## src/rtl/pe_filter_rx.sv

```systemverilog
`default_nettype none
// ============================================================================
// Module   : pe_filter_rx
// Purpose  : PE-side filter packet receiver; captures one filter row addressed
//            to this PE and forwards all other packets to the next hop.
// Revision : 1.0 - initial release
// ============================================================================
module pe_filter_rx #(
  parameter int         WIDTH_DATA  = 13,
  parameter int         WIDTH_F     = 5,
  parameter logic [1:0] FILTER_TYPE = 2'b00
) (
  input  logic                  clk,
  input  logic                  rst,
  input  logic [7:0]            my_addr,
  input  logic                  in_valid,
  output logic                  in_ready,
  input  logic [31:0]           in_data,
  output logic                  fwd_valid,
  input  logic                  fwd_ready,
  output logic [31:0]           fwd_data,
  output logic                  row_valid,
  input  logic [2:0]            rd_idx,
  output logic [WIDTH_DATA-1:0] rd_data,
  input  logic                  row_release,
  output logic [3:0]            fill_count,
  output logic                  bad_idx
);

  typedef enum logic [0:0] {
    ST_FILL = 1'b0,
    ST_FULL = 1'b1
  } state_t;

  localparam logic [7:0] C_WIDTH_F = 8'(WIDTH_F);

  state_t                state_q, state_d;
  logic [WIDTH_DATA-1:0] entries_q [WIDTH_F];
  logic [WIDTH_DATA-1:0] entries_d [WIDTH_F];
  logic [WIDTH_F-1:0]    loaded_q, loaded_d;
  logic [3:0]            fill_count_q, fill_count_d;
  logic                  bad_idx_q, bad_idx_d;

  logic                  w_match;
  logic                  w_accept;
  logic                  w_idx_ok;
  logic [7:0]            w_idx;
  logic [WIDTH_DATA-1:0] w_value;
  logic                  unused_rsvd;

  // Bit 31 is reserved and plays no part in routing.
  assign unused_rsvd = in_data[31];

  assign w_match  = (in_data[30:29] == FILTER_TYPE) && (in_data[28:21] == my_addr);
  assign w_idx    = in_data[20:13];
  assign w_value  = in_data[WIDTH_DATA-1:0];
  assign w_idx_ok = (w_idx < C_WIDTH_F);

  // Routing is decided from in_data alone, which upstream holds while stalled.
  assign in_ready  = w_match ? (state_q == ST_FILL) : fwd_ready;
  assign fwd_valid = in_valid && !w_match;
  assign fwd_data  = in_data;
  assign w_accept  = in_valid && in_ready && w_match;

  assign row_valid  = (state_q == ST_FULL);
  assign fill_count = fill_count_q;
  assign bad_idx    = bad_idx_q;

  always_comb begin
    rd_data = '0;
    for (int i = 0; i < WIDTH_F; i++) begin
      if (rd_idx == 3'(i)) rd_data = entries_q[i];
    end
  end

  always_comb begin
    state_d      = state_q;
    entries_d    = entries_q;
    loaded_d     = loaded_q;
    fill_count_d = fill_count_q;
    bad_idx_d    = bad_idx_q;
    case (state_q)
      ST_FILL: begin
        if (w_accept) begin
          if (w_idx_ok) begin
            for (int i = 0; i < WIDTH_F; i++) begin
              if (w_idx == 8'(i)) begin
                entries_d[i] = w_value;
                loaded_d[i]  = 1'b1;
                if (!loaded_q[i]) fill_count_d = fill_count_q + 4'd1;
              end
            end
            if (&loaded_d) state_d = ST_FULL;
          end else begin
            bad_idx_d = 1'b1;
          end
        end
      end
      ST_FULL: begin
        // Entries keep their old values; only the bookkeeping is cleared.
        if (row_release) begin
          state_d      = ST_FILL;
          loaded_d     = '0;
          fill_count_d = 4'd0;
        end
      end
      default: state_d = ST_FILL;
    endcase
  end

  always_ff @(posedge clk or posedge rst) begin
    if (rst) begin
      state_q      <= ST_FILL;
      loaded_q     <= '0;
      fill_count_q <= 4'd0;
      bad_idx_q    <= 1'b0;
      for (int i = 0; i < WIDTH_F; i++) entries_q[i] <= '0;
    end else begin
      state_q      <= state_d;
      loaded_q     <= loaded_d;
      fill_count_q <= fill_count_d;
      bad_idx_q    <= bad_idx_d;
      for (int i = 0; i < WIDTH_F; i++) entries_q[i] <= entries_d[i];
    end
  end

endmodule
`default_nettype wire
```

## config.mk

```make
export PLATFORM = sky130hd
export DESIGN_NAME = pe_filter_rx
export DESIGN_NICKNAME = d
export VERILOG_FILES = /design/src/rtl/pe_filter_rx.sv
export SDC_FILE = /design/constraint.sdc
export NUM_CORES = 1
export LEC_CHECK = 0
export BUFFER_PORTS_ARGS = -buffer_cell sky130_fd_sc_hd__buf_4
export CAP_MARGIN = 20
export CORE_MARGIN = 2
export CORE_UTILIZATION = 40
export CTS_CLUSTER_SIZE = 30
export DETAILED_ROUTE_END_ITERATION = 8
export PLACE_DENSITY = 0.63
export REMOVE_ABC_BUFFERS = 1
export SYNTH_ARGS = -nofsm -noshare
export SYNTH_HDL_FRONTEND = slang
export SYNTH_SLANG_ARGS = --single-unit
```

## constraint.sdc

```tcl
create_clock -name clk -period 2.8 [get_ports clk]
set_clock_uncertainty 0.15 [all_clocks]
set_input_delay 0.56 -clock clk [delete_from_list [all_inputs] [get_ports clk]]
set_output_delay 0.56 -clock clk [all_outputs]
set_load 0.02 [all_outputs]
```

Word-level counts from Yosys, hierarchy flattened
Index checks and enable logic that the tools add are counted.
{ "totals": {"regBits": 76, "output_inout_bits": 53, "wordCells": 93, "inputBits": 48} }
{ "op_classes": {"n_reduce_logical": 16, "n_eq_ne": 12, "n_addsub": 1, "bitwise": 2, "muxes": 52, "magnitude_cmp": 1} }
{ "ops": {"columns": ["operator", "count"], "rows": [
  ["$mux 13", 5],
  ["$mux 4", 16],
  ["$mux 1", 25],
  ["$reduce_and 4->1", 5],
  ["$eq 8x2->1 const B", 2],
  ["$mux 5", 3],
  ["$pmux 5 s2", 1],
  ["$eq 8x1->1 const B", 1],
  ["$eq 8x3->1 const B", 1],
  ["$eq 8x8->1", 1],
  ["$logic_not 8->1", 1],
  ["$lt 8x3->1 const B", 1],
  ["$pmux 4 s2", 1],
  ["$eq 3x2->1 const B", 2],
  ["$ne 2x2->1 const B", 3],
  ["$reduce_and 3->1", 2],
  ["$reduce_and 5->1", 1],
  ["$add 4x1->4 const B", 1],
  ["$logic_and 1x1->1", 4],
  ["$eq 3x1->1 const B", 1],
  ["$eq 3x3->1 const B", 1],
  ["$logic_not 3->1", 1],
  ["$logic_not 2->1", 1],
  ["$not 1->1", 2],
  ["2 further kinds", 2]
]} }

Depth between registers and ports, before layout
Gate-level depths: netlist (run 1).
{ "logic_depth": {"word_depth": 18, "depth_mapped": 7, "mapped_depth_nobuf": 5} }

Worst setup path after synthesis (run 1)
OpenSTA, ideal clock, no wires.
{ "synth_path": {"path_kind": "input to output", "from": "in rd_idx[0]", "to": "out rd_data[10]", "arrival_time_ps": 1923, "cell_stages": 6, "slack_ps": 167, "required_time_ps": 2090, "cell_sequence": "clkbuf_1 -> buf_2 -> nor3b_1 -> clkbuf_1 -> nand2_1 -> o21ai_0"} }
{ "synth_via": {"elab_chain_cells": 6, "elab_cells_between_ends": 10} }
{ "synth_rtl": {"columns": ["item", "line", "text"], "rows": [
  ["start: declaration", "23", "input logic [2:0] rd_idx,"],
  ["$logic_not 3->1", "72", "if (rd_idx == 3'(i)) rd_data = entries_q[i];"],
  ["$mux 13 (4 in a row)", "72", null],
  ["$mux 13 *", "72", null],
  ["end: declaration", "24", "output logic [WIDTH_DATA-1:0] rd_data,"]
]} }
Every way passes the cells marked *; elsewhere a longest branch is shown, timed or not.

Worst setup path after layout (run 1)
{ "layout_path": {"from": "in my_addr[3]", "to": "out in_ready"} }
{ "layout_via": {"elab_chain_cells": 3} }
{ "layout_rtl": {"columns": ["item", "line", "text"], "rows": [
  ["start: declaration", "15", "input logic [7:0] my_addr,"],
  ["$eq 8x8->1", "54", "assign w_match = (in_data[30:29] == FILTER_TYPE) && (in_data[28:21] == my_addr);"],
  ["$logic_and 1x1->1", "54", null],
  ["$mux 1", "60", "assign in_ready = w_match ? (state_q == ST_FILL) : fwd_ready;"],
  ["end: declaration", "17", "output logic in_ready,"]
]} }
Every way passes these cells.

==> metrics, run 1 <==
status finished clean; worst slew pin tran 0.660 ns; post-synthesis sequential area ratio 45.7%; Initial Util 40.7%; final setup violation count 0; post-DP HPWL 5910 µm; cell chain of the critical path buf_4 -> xnor2_1 -> nand2_1 -> or2_2 -> nor2_1 -> mux2i_1 -> buf_4; unrepaired setup endpoints after global routing no; Netlist cell types 36; met2 Use GR 26.0%; layout cells sized above 1 53.1%; clk buf depth 2; H-Tree Depth 3; DIE HEIGHT 106 µm; Pre-antenna DRT Iters 5; CTS tree yes; Worst slew margin 55.9%; P_leak 2.63 nW; Worst setup EP type output port; DP Worst Slack 0.217 ns; clock transition at the registers of the reported paths 0.09 ns; diode count 0; first-pass GRT wire length 14200 µm; latest clock arrival within the worst-skew pair 0.34 ns; Total GRT Usage 16.1%; kind of critical path in -> out; WP data arrival 1.87 ns; Max VDD drop 0.225 mV; Num CTS Buffers 9; most frequent CP cell buf_4; Hold Path Class in -> async; PostCTS Resize Cnt 0; PwrDens between 400 and 500 nW/µm²; most common cell after layout, fill and taps aside buf_4; Rows 37; Core Region roughly 10000 µm²; CP startpoint my_addr[3]; Top Usage Layer GRT met2; DIE WIDTH 106 µm; initial antenna violation count 0; Synth Register Bits 76; area grow syn2layout 20.8%; Final WS setup 0.221 ns; Final period util 92.1%; Final Power 2.20 mW; worst path required time 2.09 ns; Nets about 450; Setup Buffers After CTS 0; total vias in the final route 2669; Worst setup SP type input port; DRC 0; Hold Fails Final Rpt 0; Finished Cell Area 5020 µm²; Post-Synthesis Cells around 330; Avg Cell Area, Syn between 10 and 15 µm²; synthesized cell area 4160 µm²; Core Util, Final between 40% and 50%; RePlAce Congestion 0.764; vias in the first global route 2703; crit-path max FO 3; M3 GR Usage under 10%; placed cell area 4820 µm²; initial drt markers 93; Remaining Overflow, GRT 0; Tmin final 2.58 ns; die area 11200 µm²; most frequent cells in the layout 106 x buf_4, 76 x dfrtp_1, 40 x mux2_4; FMAX 388 MHz; RR Startpoint row_valid; Max-cap violations 0; clock sink count 76; hold buffer count at cts 0; clk root buf clkbuf_8; slowest cell delay on critical path 0.35 ns; met1 usage about 22%; post-route ant nets 0; per-cell routed wire length about 16 µm; slowest CP cell or2_2; routed vias/inst 4.93; pin count of the biggest net entering global routing 30; PortBufs 98; final wirelength 8590 µm; Yosys warning count 0; Ports 101; setup TNS 0 ns; Slew Limit Fails 0
==> registers in the layout (all words and copies together) (netlist names) <==
signal / flops
bad_idx: 1
entries_q: 65
fill_count: 4
loaded_q: 5
row_valid: 1
==> layout make-up <==
type	instances	area (µm²)
Clock buffer	10	138
Tap cell	136	170
Timing Repair Buffer	107	816
Sequential cell	76	1900
Fill cell	916	5210
Clock inverter	6	70.1
Inverter	17	63.8
Multi-Input combinational cell	189	1860
==> per-stage QoR <==
stage	cells	hold WS, ns
after floorplan	282	0.324
after global placement	525	0.303
after CTS	541	0.170
after global routing	541	0.197
after detailed placement	525	0.302
final	541	0.159
==> Yosys cell counts <==
cell type	count	share of area, %
a211oi_1	1	0.18
mux2_4	40	14
nor3b_1	1	0.18
a41o_1	2	0.48
nor2b_1	3	0.45
and2_1	2	0.30
ha_1	1	0.30
nor3_2	2	0.48
nand2b_1	2	0.30
inv_1	17	1.5
nand4_1	4	0.60
a21o_1	1	0.18
nand2_1	23	2.1
mux2_2	27	7.3
or2_2	1	0.15
a21oi_1	7	0.84
buf_2	1	0.12
and3_1	1	0.15
a31oi_1	2	0.30
a31o_2	1	0.21
mux2i_1	4	0.96
nand3_1	2	0.24
nand4_2	1	0.30
nand2_4	4	1.1
clkbuf_1	8	0.72
nor4b_4	1	0.57
mux4_2	13	7.0
buf_6	4	1.1
nor4_1	1	0.15
dfrtp_1	76	46
buf_4	34	6.1
xnor2_1	8	1.7
nor3_1	2	0.24
nor2_1	15	1.4
o21ai_0	16	1.9
a32oi_1	1	0.21
==> power by group <==
part,switching [mW],internal [mW],leakage (nW)
Combinational,0.133,0.103,1.47
Sequential,0.000485,1.10,1.06
Clock,0.422,0.442,0.0955
==> critical path, delay by kind of cell <==
kind / cells / cell delay, ns
AND/OR/NAND/NOR: 3 / 0.67
buffers and inverters: 2 / 0.27
multiplexers: 1 / 0.21
XOR/XNOR: 1 / 0.15
==> final timing paths <==
| path | slack (ns) | cells past startpoint | to |
|---|---|---|---|
| setup / recovery | 0.22 | 7 | in_ready |
| hold / removal | 0.16 | 2 | entries_q[61] |
| setup reg to reg | 0.69 | 6 | entries_q[62] |
| hold reg to reg | 0.32 | 1 | bad_idx |
| max in group asynchronous | 1.65 | 3 | bad_idx |
| min in group clk | 0.32 | 1 | bad_idx |
==> cells by family (layout without fill, tap and decap cells) <==
family	after synthesis	count (layout)	synth area share, %
buffers and inverters	64	140	9.59
AND/OR/NAND/NOR	65	65	8.63
flip-flops	76	76	45.7
adder cells (fa/ha/maj)	1	1	0.301
multiplexers	84	84	29.7
AO/OA/AOI/OAI	31	31	4.33
XOR/XNOR	8	8	1.68
==> layer usage <==
metal	wire length [µm]	vias to the layer above
li1	-	1255
met1	3860	1346
met2	4300	61
met3	357	7
met4	69	0
met5	0	-
Power figures use the tool's default switching activity.
==> run 2: changes to the inputs <==
==> constraint.sdc (replaced) <==
create_clock -name clk -period 2.8 [get_ports clk]
set_clock_uncertainty 0.15 [all_clocks]
set_input_delay 0.14 -clock clk [delete_from_list [all_inputs] [get_ports clk]]
set_output_delay 0.14 -clock clk [all_outputs]
set_load 0.02 [all_outputs]
==> metrics, run 2 (synthesized netlist as in run 1, its figures left out) <==
P_leak 2.68 nW (+2.0%); clk buf depth 2 (unchanged); final wirelength 8780 µm (+2.3%); initial drt markers 85 (-8.6%); setup TNS 0 ns (unchanged); clk root buf clkbuf_8; Hold Path Class in -> reg; unrepaired setup endpoints after global routing no; post-route ant nets 0 (unchanged); placed cell area 4790 µm² (-0.57%); Num CTS Buffers 9 (unchanged); worst path required time 2.88 ns (+0.79 ns); Pre-antenna DRT Iters 4 (-1); PwrDens 422 nW/µm² (-3.7%); max reg flops 65 (unchanged); Hold Fails Final Rpt 0 (unchanged); clock network power share 37.8% (-1.5 points); Logic pwr share 11.5% (+0.7 points); post-DP HPWL 6120 µm (+3.6%); Sequential Power Share 50.7% (+0.8 points); diode count 0 (unchanged); crit-path max FO 13 (+10); PostCTS Resize Cnt 0 (unchanged); Nets 463 (+3.1%); WP data arrival 2.34 ns (+0.47 ns); pin count of the biggest net entering global routing 39 (+30%); Largest Register entries_q; status finished clean; Layout Cells excl Fill 554 (+2.4%); area grow syn2layout 23.5%; Finished Cell Area 5140 µm² (+2.3%); kind of critical path reg -> reg; routed vias/inst 4.85 (-1.7%); clock sink count 76 (unchanged); total vias in the final route 2686 (+0.64%); FMAX 442 MHz (+14%); Total GRT Usage 17.1% (+0.92 points); Slew Limit Fails 0 (unchanged); post-placement cell count 523 (-0.38%); internal power 1.62 mW (-1.4%); most common cell after layout, fill and taps aside buf_4; RePlAce Congestion 0.736 (-3.6%); Max VDD drop 0.219 mV (-2.6%); layout cells sized above 1 50.7% (-2.4 points); Final period util 80.8% (-11 points); Worst slew margin 62.0% (+6.1 points); most frequent cells in the layout 105 x buf_4, 76 x dfrtp_1, 40 x mux2_4; sw frac 25.2% (-0.053 points); PortBufs 98 (unchanged); DIE HEIGHT 106 µm (unchanged); per-cell routed wire length 15.9 µm (-0.12%); first-pass GRT wire length 14800 µm (+4.1%); Max-cap violations 0 (unchanged); Sw Pwr 0.547 mW (-1.7%); DIE WIDTH 106 µm (unchanged); die area 11200 µm² (unchanged); Tmin final 2.26 ns (-0.317 ns); final setup violation count 0 (unchanged); Rows 37 (unchanged); Core Region 10200 µm² (unchanged); DP Worst Slack 0.529 ns (+0.312 ns); DRC 0 (unchanged); Ports 101 (unchanged); vias in the first global route 2893 (+7.0%); H-Tree Depth 3 (unchanged); latest clock arrival within the worst-skew pair 0.35 ns (about the same); # fillers 912 (-0.44%); worst slew pin tran 0.567 ns (-0.0934 ns); clock transition at the registers of the reported paths 0.08 ns (about the same); Remaining Overflow, GRT 0 (unchanged); Worst setup SP type flip-flop; Final WS setup 0.538 ns (+0.317 ns); Final Power 2.17 mW (-1.5%); initial antenna violation count 0 (unchanged); Worst setup EP type flip-flop; CTS tree yes; Initial Util 40.7% (unchanged)
==> run 2: changes by cell type in the layout (fill, tap and decap cells not counted), sizes merged <==
cell,previous run,this run
buf,107,105
clkbuf,10,9
clkinv,0,3
clkinvlp,3,1
dlygate4sd3,0,16
inv,19,18
==> run 2: layer usage <==
layer  GRT usage (%)  wire (µm)  vias to the layer above
met3            4.66        357                        9
li1                -          -                     1279
met4            5.26         84                        0
met5               0          0                        -
met1            21.5       3880                     1342
met2            28.7       4460                       56
==> run 2: power by group through the flow <==
| stage | logic (mW) | registers, mW | clock network [mW] |
|---|---|---|---|
| after global routing | 0.271 | 1.10 | 0.888 |
| after global placement | 0.234 | 1.12 | 0 |
| after detailed placement | 0.236 | 1.12 | 0 |
| after CTS | 0.254 | 1.10 | 0.838 |
| final | 0.249 | 1.10 | 0.819 |
| after floorplan | 0.0582 | 1.12 | 0 |
==> run 2: per-stage QoR <==
stage | util, % | hold WS (ns)
global route | 50.2 | 0.0569
floorplan | - | 0.130
global placement | 46.8 | -0.0444
detailed placement | 46.8 | -0.0392
finish | 50.2 | 0.0376
CTS | 50.2 | 0.0204
==> run 2: path summary, 6_finish.rpt <==
kind / end / startpoint / slack [ns] / depth (start not counted)
setup / recovery: entries_q[38] / row_valid / 0.54 / 5
hold / removal: loaded_q[4] / in_data[13] / 0.04 / 4
setup reg to reg: entries_q[38] / row_valid / 0.54 / 5
hold reg to reg: bad_idx / bad_idx / 0.33 / 1
max in group asynchronous: entries_q[17] / rst / 1.60 / 4
min in group asynchronous: fill_count[3] / rst / 0.13 / 3
==> run 2: area by class of cell <==
cell class,count,area [µm²],area share [%]
repair buffers,121,948,18.5
inverters,17,63.8,1.24
clock buffers,9,124,2.41
flip-flops and latches,76,1900,37.0
clock inverters,6,65.1,1.27
multi-input cells,189,1860,36.3
well taps,136,170,3.31
==> run 2: critical path, stage by stage, from the launching register on <==
cell and delay, ns:
dfrtp_1 0.39, nor2b_1 0.19, nand4_2 0.18, nor4b_4 0.54
nand2_4 0.31, mux2_4 0.38
==> run 2: timing repair <==
action,in CTS,in global routing
endpoints found under the setup margin,0,0
endpoints found under the hold margin,105,0
buffers inserted,0,0
hold buffers,16,0
